### config.mk
export PLATFORM = sky130hd
export DESIGN_NAME = ring_vc_router
export DESIGN_NICKNAME = d
export VERILOG_FILES = /design/src/rtl/ring_vc_router.sv
export SDC_FILE = /design/constraint.sdc
export NUM_CORES = 1
export LEC_CHECK = 0
export ABC_AREA = 1
export BUFFER_PORTS_ARGS = -buffer_cell sky130_fd_sc_hd__buf_2
export CAP_MARGIN = 5
export CELL_PAD_IN_SITES_DETAIL_PLACEMENT = 1
export CELL_PAD_IN_SITES_GLOBAL_PLACEMENT = 1
export CORE_UTILIZATION = 44
export CTS_CLUSTER_DIAMETER = 50
export DETAILED_ROUTE_END_ITERATION = 12
export PLACE_DENSITY_LB_ADDON = 0.1
export SYNTH_ARGS = -nofsm -noshare
export SYNTH_HDL_FRONTEND = slang
export SYNTH_SLANG_ARGS = --single-unit
### constraint.sdc
create_clock -name clk -period 4.4 [get_ports clk]
set_input_delay 0 -clock clk [delete_from_list [all_inputs] [get_ports clk]]
set_output_delay 0 -clock clk [all_outputs]
set_load 0.005 [all_outputs]
### src/rtl/ring_vc_router.sv
// ring_vc_router: bidirectional ring router with per-direction VC slots, round-robin selection, host inject/eject and drop counters
module ring_vc_router #(
  parameter int ROUTER_ID   = 0,
  parameter int PACKET_SIZE = 8,
  parameter int ROUTER_BITS = 2,
  parameter int NUM_VC      = 2,
  parameter int CNT_W       = 8
) (
  input  logic                   clk,
  input  logic                   rst_n,
  input  logic [PACKET_SIZE-1:0] left_data_in,
  input  logic                   left_enable_in,
  output logic                   left_out_buffer_full,
  output logic [PACKET_SIZE-1:0] right_data_out,
  output logic                   right_enable_out,
  input  logic                   right_in_buffer_full,
  input  logic [PACKET_SIZE-1:0] right_data_in,
  input  logic                   right_enable_in,
  output logic                   right_out_buffer_full,
  output logic [PACKET_SIZE-1:0] left_data_out,
  output logic                   left_enable_out,
  input  logic                   left_in_buffer_full,
  input  logic [PACKET_SIZE-1:0] host_data_in,
  input  logic                   host_enable_in,
  input  logic                   host_dir,
  output logic                   host_ready,
  output logic [PACKET_SIZE-1:0] host_data_out,
  output logic                   host_valid_out,
  output logic [CNT_W-1:0]       lr_drop_cnt,
  output logic [CNT_W-1:0]       rl_drop_cnt
);
  localparam int PW = NUM_VC > 1 ? $clog2(NUM_VC) : 1;
  localparam logic [ROUTER_BITS-1:0] ID = ROUTER_BITS'(ROUTER_ID);
  // index 0 is the LR direction, index 1 the RL direction
  logic [NUM_VC-1:0]      vld [2];
  logic [PACKET_SIZE-1:0] mem [2][NUM_VC];
  logic [PW-1:0]          rr [2];
  logic [PW-1:0]          sel [2];
  logic [PW-1:0]          widx [2];
  logic [PACKET_SIZE-1:0] sel_data [2];
  logic [PACKET_SIZE-1:0] in_data [2];
  logic [PACKET_SIZE-1:0] out_q [2];
  logic [CNT_W-1:0]       cnt [2];
  logic [CNT_W:0]         nxt [2];
  logic [1:0] in_en, dn_full, full, has_sel, is_ej, ej, fwd, hreq, vc_go, host_go, contest, drop_in, drop_host, tog, out_en;
  logic host_self;

  function automatic logic [PW-1:0] wrap(input int v);
    return PW'(v % NUM_VC);
  endfunction

  assign in_data[0]            = left_data_in;
  assign in_data[1]            = right_data_in;
  assign in_en                 = {right_enable_in, left_enable_in};
  assign dn_full               = {left_in_buffer_full, right_in_buffer_full};
  assign right_data_out        = out_q[0];
  assign left_data_out         = out_q[1];
  assign right_enable_out      = out_en[0];
  assign left_enable_out       = out_en[1];
  assign left_out_buffer_full  = full[0];
  assign right_out_buffer_full = full[1];
  assign lr_drop_cnt           = cnt[0];
  assign rl_drop_cnt           = cnt[1];
  assign host_ready            = host_self || (|host_go);

  // slot selection, free-slot search and grant decisions for both directions
  always_comb begin
    host_self = host_enable_in && host_data_in[ROUTER_BITS-1:0] == ID;
    for (int d = 0; d < 2; d++) begin
      full[d] = &vld[d];
      has_sel[d] = 1'b0;
      sel[d] = '0;
      widx[d] = '0;
      for (int k = NUM_VC - 1; k >= 0; k--) begin
        if (vld[d][wrap(int'(rr[d]) + k)]) begin
          has_sel[d] = 1'b1;
          sel[d] = wrap(int'(rr[d]) + k);
        end
        if (!vld[d][k]) widx[d] = PW'(k);
      end
      sel_data[d] = mem[d][sel[d]];
      is_ej[d] = has_sel[d] && sel_data[d][ROUTER_BITS-1:0] == ID;
      fwd[d] = has_sel[d] && !is_ej[d];
      hreq[d] = host_enable_in && !host_self && host_dir == 1'(d);
      contest[d] = fwd[d] && hreq[d] && !dn_full[d];
      vc_go[d] = fwd[d] && !dn_full[d] && !(hreq[d] && tog[d]);
      host_go[d] = hreq[d] && !dn_full[d] && !(fwd[d] && !tog[d]);
      drop_in[d] = in_en[d] && full[d];
      drop_host[d] = host_self && host_dir == 1'(d);
      nxt[d] = {1'b0, cnt[d]} + (CNT_W+1)'(drop_in[d]) + (CNT_W+1)'(drop_host[d]);
    end
    ej[0] = is_ej[0];
    ej[1] = is_ej[1] && !is_ej[0];
  end

  // packet payload storage, written into the lowest free slot
  always_ff @(posedge clk)
    for (int d = 0; d < 2; d++)
      if (in_en[d] && !full[d]) mem[d][widx[d]] <= in_data[d];

  // slot valid bits, round-robin pointers, link/host outputs and drop counters
  always_ff @(posedge clk or negedge rst_n) begin
    if (!rst_n) begin
      for (int d = 0; d < 2; d++) begin
        vld[d] <= '0;
        rr[d] <= '0;
        out_q[d] <= '0;
        cnt[d] <= '0;
      end
      tog <= '0;
      out_en <= '0;
      host_valid_out <= 1'b0;
      host_data_out <= '0;
    end else begin
      for (int d = 0; d < 2; d++) begin
        if (vc_go[d] || ej[d]) begin
          vld[d][sel[d]] <= 1'b0;
          rr[d] <= sel[d] == PW'(NUM_VC - 1) ? '0 : sel[d] + 1'b1;
        end
        if (in_en[d] && !full[d]) vld[d][widx[d]] <= 1'b1;
        if (contest[d]) tog[d] <= ~tog[d];
        out_en[d] <= vc_go[d] || host_go[d];
        if (vc_go[d]) out_q[d] <= sel_data[d];
        else if (host_go[d]) out_q[d] <= host_data_in;
        cnt[d] <= nxt[d][CNT_W] ? '1 : nxt[d][CNT_W-1:0];
      end
      host_valid_out <= |ej;
      if (|ej) host_data_out <= ej[0] ? sel_data[0] : sel_data[1];
    end
  end
endmodule

## Yosys cells after proc, flatten, opt, wreduce, memory -nomap -nowiden

Memory sizes are Yosys's and may differ from the RTL's.
Cells that the tools add are included.

| storage, ports and cells | value |
|---|---|
| register bits after elaboration | 51 |
| logic and storage cells | 172 |
| bits of input ports | 32 |
| memory bits (writable) | 32 |
| memories | 1 |

| cells by class | value |
|---|---|
| bitwise operators | 13 |
| reduce and logical (&&, ||, !) cells | 64 |
| muxes and demuxes | 55 |
| $lt $le $gt $ge | 18 |
| add/subtract/negate cells | 8 |

Memory list:

| memory | depth | bits a word | read ports | clocked after Yosys merged registers in | write ports | line | RTL |
|---|---|---|---|---|---|---|---|
| mem | 2 | 16 | 2 | 0 | 2 | 36 | `logic [PACKET_SIZE-1:0] mem [2][NUM_VC];` |

Operators by type and width:

| kind | number |
|---|---|
| $mux 8 | 15 |
| $logic_and 1x1->1 | 37 |
| $mux 16 | 2 |
| $mux 1 | 28 |
| $add 8x1->9 | 2 |
| $add 9x1->9 | 2 |
| $demux 8 s1 | 2 |
| $lt 1x2->1 const B | 8 |
| $logic_not 1->1 | 13 |
| $ge 2x2->1 const B | 4 |
| $mux 2 | 4 |
| $not 1->2 | 4 |
| $logic_not 2->1 | 3 |
| $logic_or 1x1->1 | 5 |
| $add 1x1->1 const B | 4 |
| $and 2x2->2 | 2 |
| $demux 1 s1 | 4 |
| $ge 1x1->1 const B | 4 |
| $lt 2x1->1 const B | 2 |
| $not 2->2 | 2 |
| $or 2x2->2 | 2 |
| $reduce_and 2->1 | 2 |
| $reduce_bool 2->1 | 2 |
| $reduce_or 2->1 | 2 |
| $not 1->1 | 3 |

## Logic depth before layout (Yosys ltp)

Gate-level depths: netlist of run 1.

| logic depth | value |
|---|---|
| depth after elaboration | 19 |
| depth in mapped cells | 12 |
| mapped depth without buffers | 12 |

## Worst setup path before layout of run 1

No wires, ideal clock.

| path | value |
|---|---|
| path type | reg-to-reg |
| start | register vld[3] (netlist name) |
| end | register cnt (netlist bit lr_drop_cnt[5]) |
| stages on the path, launching flop included | 13 |
| setup time | 0.124 ns |
| setup slack | 2.444 ns |
| data arrival time | 1.832 ns |
| path through | dfrtp_1 -> buf_4 -> nand2_1 -> nor2_1 -> fa_1 -> ha_1 -> nand2_1 -> nor2_1 -> inv_1 -> nor2_1 -> nand3_1 -> nand2_1 -> o21bai_1 |

| on the way | value |
|---|---|
| word-level cells in the longest chain between the ends | 5 |

Ends and longest elaborated chain:

| element | line | RTL |
|---|---|---|
| start, declared | 35 | `logic [NUM_VC-1:0] vld [2];` |
| start signal, assigned by index | 105 | `vld[d] <= '0;` |
| start signal, assigned by index | 117 | `vld[d][sel[d]] <= 1'b0;` |
| start signal, assigned by index | 120 | `if (in_en[d] && !full[d]) vld[d][widx[d]] <= 1'b1;` |
| $reduce_and 2->1 | 70 | `full[d] = &vld[d];` |
| $logic_and 1x1->1 | 88 | `drop_in[d] = in_en[d] && full[d];` |
| $add 8x1->9 | 90 | `nxt[d] = {1'b0, cnt[d]} + (CNT_W+1)'(drop_in[d]) + (CNT_W+1)'(drop_host[d]);` |
| $add 9x1->9 | 90 |  |
| $mux 8 | 125 | `cnt[d] <= nxt[d][CNT_W] ? '1 : nxt[d][CNT_W-1:0];` |
| end signal, assigned by index | 125 |  |
| end, declared | 43 | `logic [CNT_W-1:0] cnt [2];` |

Every way passes these cells.
A chain may end at the register's enable or synchronous reset.

## Worst setup path in the final report of run 1

Same ends and word-level chain as after synthesis.

==> results.py, run 1 <==
metrics = {
    "cts": {
        "cts_tree": "yes",
        "clk_pin_slew_ns": 0.09,
        "cts_buffers": 9,
        "postCtsSetupRepairBufs": 0,
        "ctsHtreeMaxLevel": 3,
        "cts_root_buffer": "clkbuf_8",
        "insertion_delay_ns": 0.36,
        "cts.sinks": 83,
        "cts_resized": 0,
        "cts.path.max_buffers": 2,
    },
    "global_route": {
        "grt_util_all_layers_pct": 22.78,
        "antenna_found_initial": 0,
        "grt_remaining_overflow": 0,
        "grt_pass1_vias": 3552,
        "grt_pass1_wl_microns": 16870,
        "grt_max_degree": 52,
    },
    "route": {
        "ant_nets": 0,
        "vias_per_cell": 5.023,
        "wirelength_microns": 9991,
        "post_drt_wl_per_cell_microns": 15.00,
        "num_vias": 3345,
        "first_pass_iters": 4,
        "drt_first_iter_violations": 146,
        "remaining_drc_errors": 0,
    },
    "critical_path": {
        "crit_chain": "nand2_1 -> nor2_1 -> fa_1 -> ha_1 -> nand2_1 -> nor2_1 -> inv_1 -> nor2_1 -> nand3_1 -> nand2_1 -> o21bai_1",
        "crit_path_max_fanout": 13,
        "required_ns": 4.69,
        "path_delay_family": "simple AND/OR/NAND/NOR gates",
        "end_kind": "flop",
        "cp-start-kind": "flop",
        "critPathBufInv": 1,
        "slowest_delay_ns": 0.65,
        "critical_path.slowest_cell": "dfrtp_1",
        "critical_path_arrival_ns": 2.60,
        "critPathKind": "reg -> reg",
    },
    "logic_synthesis": {
        "syn_area_per_cell_sq_um": 8.924,
        "ys_warn_count": 0,
        "syn_inst": 447,
        "yosysUniqueCellTypes": 28,
        "syn_nets": 483,
        "yosys_register_bits": 83,
        "synth-seq-area-share_pct": 56.09,
        "synthesis.area_sq_um": 3989,
    },
    "layout": {
        "stdcell_count": 666,
        "num-nets-final": 589,
        "mostFrequentLayoutCells": "141 x nand2_1, 77 x buf_2, 60 x nand3_1",
        "nFillCells": 1092,
        "antennaDiodeCount": 0,
        "syn_to_final_growth_pct": 22.74,
        "layout-drive-gt1-share_pct": 20.43,
        "final_common_cell": "nand2_1",
    },
    "floorplanning": {
        "start_util_pct": 45.52,
        "num_rows": 34,
        "num_io_pins": 78,
        "die_w_microns": 97.21,
        "die_y_microns": 97.21,
        "die_area_sq_um": 9450,
        "core_area_sq_um": 8763,
    },
    "power": {
        "p_per_area_nw_per_um2": 636.1,
        "peakVddDrop_v": 0.0003094,
        "p_leak_nw": 2.562,
    },
    "timing": {
        "whs_ns": 0.01971,
        "relSlewSlack_pct": 46.30,
        "drv_slew": 0,
        "skew_ns": 0.01621,
        "max_freq_mhz": 433.9,
        "min_period_ns": 2.305,
        "timing.final.crit_share_pct": 52.38,
        "rsz0062_at_grt": "no",
        "finalSetupTns_ns": 0,
        "setup_ws_ns": 2.095,
        "hold_viol": 0,
        "setup_viol": 0,
        "tightest_slew_ns": 0.8033,
    },
    "run": {
        "max_cap_viol_count": 0,
    },
    "place": {
        "post-place-ws_ns": 2.082,
        "port_buffers": 77,
        "finalWeightedCongestion": 0.7512,
        "dpl.hpwl_microns": 7258,
        "post-place-cells": 622,
    },
    "status": {
        "status": "finished clean",
    },
    "min_path": {
        "hp-class": "in -> reg",
    },
}
[cells by family (layout without fill, tap and decap cells)]
logic type / count (synthesis) / count (layout) / synth area share [%]
flip-flops: 83 / 83 / 56.09
buffers and inverters: 72 / 183 / 7.936
XOR/XNOR: 1 / 1 / 0.2196
AO/OA/AOI/OAI: 16 / 16 / 2.070
AND/OR/NAND/NOR: 271 / 271 / 32.06
adder cells (fa/ha/maj): 4 / 4 / 1.631
[final cells by class]
class	instances	area, sq um	area share [%]
Timing Repair Buffer	106	673.1	13.75
Clock buffer	11	131.4	2.683
Inverter	61	229.0	4.677
Sequential cell	83	2237	45.69
Tap cell	108	135.1	2.760
Clock inverter	5	55.05	1.124
Multi-Input combinational cell	292	1435	29.31
[flip-flops by register name, summed over array words and instances (netlist names)]
signal          cells
tog                 2
host_valid_out      1
host_data_out       8
lr_drop_cnt         8
out_en              2
mem                32
rr                  2
rl_drop_cnt         8
vld                 4
right_data_out      8
left_data_out       8
[what timing repair did]
item	4_1_cts	5_1_grt
endpoints found under the setup margin	0	0
hold buffers	28	0
endpoints found under the hold margin	97	0
[path summary, 6_finish.rpt]
check	to	from	depth (start not counted)	slack [ns]
max	lr_drop_cnt[5]	vld[3]	11	2.10
min	tog[0]	right_in_buffer_full	4	0.02
max reg2reg	lr_drop_cnt[5]	vld[3]	11	2.10
min reg2reg	host_data_out[0]	host_data_out[0]	2	0.50
max in group asynchronous	rl_drop_cnt[7]	rst_n	3	3.62
min in group asynchronous	right_data_out[1]	rst_n	3	0.29
[where the power goes]
part	internal (mW)	total, mW	switching, mW
clock	0.261	0.538	0.277
combinational	0.460	1.31	0.852
sequential	1.09	1.26	0.176
total	1.81	3.11	1.30
[through the flow]
stage | utilization [%] | instance area (sq um) | power [mW]
floorplan | - | 3989 | 2.171
global placement | 50.54 | 4429 | 2.516
detailed placement | 50.54 | 4429 | 2.588
CTS | 55.87 | 4896 | 3.155
global route | 55.87 | 4896 | 3.395
finish | 55.87 | 4896 | 3.114
[routing by layer]
layer  vias to the layer above  share of wire, %  routed length (microns)  GRT usage (%)
li1                       1654                 -                        -              -
met1                      1613                45                     4494          28.32
met2                        67                49                     4909          39.00
met3                        11               4.3                      430          5.540
met4                         0               1.6                      156          7.466
met5                         -                 0                        0              0
[worst reg2reg max path, cell delays in order, from the launching register on]
cell and delay, ns:
dfrtp_1 0.65, nand2_1 0.16, nor2_1 0.16, fa_1 0.22
ha_1 0.20, nand2_1 0.09, nor2_1 0.09, inv_1 0.07
nor2_1 0.16, nand3_1 0.24, nand2_1 0.11, o21bai_1 0.10
[cells in the mapped netlist (all sizes together)]
| cell | count | share of area (%) |
|---|---|---|
| nor3 | 2 | 0.25 |
| nand3b | 2 | 0.38 |
| buf | 11 | 2.2 |
| nor2 | 24 | 2.5 |
| inv | 59 | 5.6 |
| fa | 2 | 1.0 |
| edfxtp | 32 | 24 |
| clkinv | 2 | 0.19 |
| nand2 | 157 | 17 |
| or2 | 2 | 0.31 |
| o21bai | 1 | 0.19 |
| o21ai | 12 | 1.5 |
| nand4 | 20 | 3.1 |
| nor4 | 1 | 0.16 |
| a21oi | 3 | 0.38 |
| ha | 2 | 0.63 |
| dfrtp | 51 | 32 |
| nand3 | 63 | 8.7 |
| xor2 | 1 | 0.22 |
Power figures use the tool's default switching activity.
==> run 2, diff against run 1 <==
Settings changed: CORE_UTILIZATION 44 to 37.
Clock period 4.4 ns to 2 ns, I/O delays scaled along.
==> results.py, run 2 (synthesis results as in run 1) <==
metrics = {
    "status": {
        "status": "finished clean",
    },
    "route": {
        "first_pass_iters": 6,
        "ant_nets": 0,
        "num_vias": 3384,
        "drt_first_iter_violations": 163,
        "wirelength_microns": 10740,
        "post_drt_wl_per_cell_microns": 15.18,
        "vias_per_cell": 4.786,
        "remaining_drc_errors": 0,
    },
    "critical_path": {
        "rr_startpoint": "vld[1]",
        "required_ns": 2.28,
        "r2r_slack_ns": 0.16,
        "end_kind": "flop",
        "r2r-end": "rl_drop_cnt[3]",
        "slowest_delay_ns": 0.46,
        "crit_path_max_fanout": 8,
        "critical_path_arrival_ns": 2.12,
        "critPathBufInv": 0,
        "path_delay_family": "simple AND/OR/NAND/NOR gates",
        "cp-start-kind": "flop",
        "cp_common_cell": "nand2_1",
        "reg2reg_depth": 8,
        "critical_path.slowest_cell": "dfrtp_2",
        "critPathKind": "reg -> reg",
        "crit_chain": "nand2_1 -> nor2_1 -> fa_1 -> ha_1 -> nand2_1 -> nor3_1 -> nand2_2 -> nand3_1",
    },
    "power": {
        "p_sw_mw": 2.986,
        "p_per_area_nw_per_um2": 1402,
        "peakVddDrop_v": 0.0005165,
        "p_leak_nw": 2.636,
        "internal_power_mw": 4.158,
        "p_comb_share_pct": 45.3,
        "power_frac_clock_pct": 16.6,
        "switching_share_pct": 41.80,
        "p_seq_share_pct": 38.2,
    },
    "global_route": {
        "grt_util_all_layers_pct": 20.56,
        "grt_remaining_overflow": 0,
        "grt_pass1_vias": 3598,
        "grt_max_degree": 52,
        "grt_pass1_wl_microns": 17760,
        "antenna_found_initial": 0,
    },
    "timing": {
        "timing.final.crit_share_pct": 92.05,
        "setup_ws_ns": 0.1591,
        "setup_viol": 0,
        "whs_ns": 0.03593,
        "finalSetupTns_ns": 0,
        "tightest_slew_ns": 0.6772,
        "relSlewSlack_pct": 54.85,
        "max_freq_mhz": 543.2,
        "hold_viol": 0,
        "drv_slew": 0,
        "skew_ns": 0.01179,
        "min_period_ns": 1.841,
        "rsz0062_at_grt": "no",
    },
    "floorplanning": {
        "die_w_microns": 105.8,
        "die_y_microns": 105.8,
        "start_util_pct": 38.47,
        "core_area_sq_um": 10370,
        "die_area_sq_um": 11200,
        "num_io_pins": 78,
        "num_rows": 37,
    },
    "min_path": {
        "min_path_cells": 5,
        "hold_end": "left_data_out[0]",
        "hp-class": "in -> reg",
        "worstHoldStart": "host_data_in[0]",
    },
    "cts": {
        "cts_root_buffer": "clkbuf_8",
        "ctsHtreeMaxLevel": 3,
        "insertion_delay_ns": 0.35,
        "cts_buffers": 9,
        "cts.path.max_buffers": 2,
        "cts_tree": "yes",
        "cts.sinks": 83,
        "clk_pin_slew_ns": 0.09,
    },
    "run": {
        "max_cap_viol_count": 0,
    },
    "layout": {
        "mostFrequentLayoutCells": "140 x nand2_1, 77 x buf_2, 59 x inv_1, 59 x nand3_1, 49 x dfrtp_1",
        "nFillCells": 1268,
        "largest_reg_flops": 32,
        "num-nets-final": 602,
        "antennaDiodeCount": 0,
        "layout-drive-gt1-share_pct": 23.82,
        "final_common_cell": "nand2_1",
        "syn_to_final_growth_pct": 27.73,
    },
    "place": {
        "port_buffers": 77,
        "post-place-ws_ns": 0.002287,
        "finalWeightedCongestion": 0.7822,
        "dpl.hpwl_microns": 7605,
    },
}
## run 2: cell types whose count changed in the layout (fill, tap and decap cells not counted), sizes merged
cell,delta
buf,+12
dlygate4sd3,+1
clkinv,+1
clkbuf,-1
## run 2: stage by stage
step | total power [mW] | cell area, sq um | util [%] | instances
finish | 7.144 | 5095 | 49.13 | 707
floorplan | 4.776 | 3989 | - | 447
global route | 7.763 | 5095 | 49.13 | 707
detailed placement | 5.900 | 4559 | 43.97 | 661
global placement | 5.796 | 4559 | 43.97 | 661
CTS | 7.176 | 5046 | 48.66 | 707
## run 2: worst max path at each step
stage	from	slack (ns)	depth (start not counted)	to
floorplan	vld[3]	0.04	12	lr_drop_cnt[5]
global placement	vld[1]	0.12	8	rl_drop_cnt[6]
detailed placement	host_data_in[0]	0.002	13	lr_drop_cnt[5]
CTS	vld[1]	0.02	8	rl_drop_cnt[3]
global route	vld[1]	0.003	8	rl_drop_cnt[3]
finish	vld[1]	0.16	8	rl_drop_cnt[3]
## run 2: repair_timing
item                                    4_1_cts  5_1_grt
pin swaps                                     1        0
buffers inserted                              1        0
endpoints found under the setup margin        1       17
hold buffers                                 29        0
gates resized for setup                       1       13
endpoints found under the hold margin        98        0
## run 2: cell type report
class	instances	area, sq um	area share, %
clock buffer	10	127.6	2.505
clock inverter	6	56.30	1.105
tap	136	170.2	3.340
sequential	83	2240	43.96
inverter	61	229.0	4.494
timing repair buffer	119	789.5	15.50
multi-input combinational	292	1483	29.10
## run 2: per-layer routing
metal,global-route usage (%),wire (microns),vias up
met5,0,0,-
met4,6.052,129,0
met3,4.638,523,10
met2,35.01,5160,73
met1,26.06,4922,1624
li1,-,-,1677
## run 2: power groups by stage
stage               clock (mW)  combinational (mW)  sequential [mW]
floorplan                    0                2.04             2.74
global placement             0                3.06             2.73
detailed placement           0                3.14             2.76
CTS                       1.23                3.22             2.73
global route              1.28                3.68             2.80
finish                    1.18                3.23             2.73
## run 2: worst reg2reg max path: stages, from the launching register on
cell	delay [ns]
dfrtp_2	0.46
nand2_1	0.09
nor2_1	0.13
fa_1	0.22
ha_1	0.18
nand2_1	0.12
nor3_1	0.30
nand2_2	0.16
nand3_1	0.11
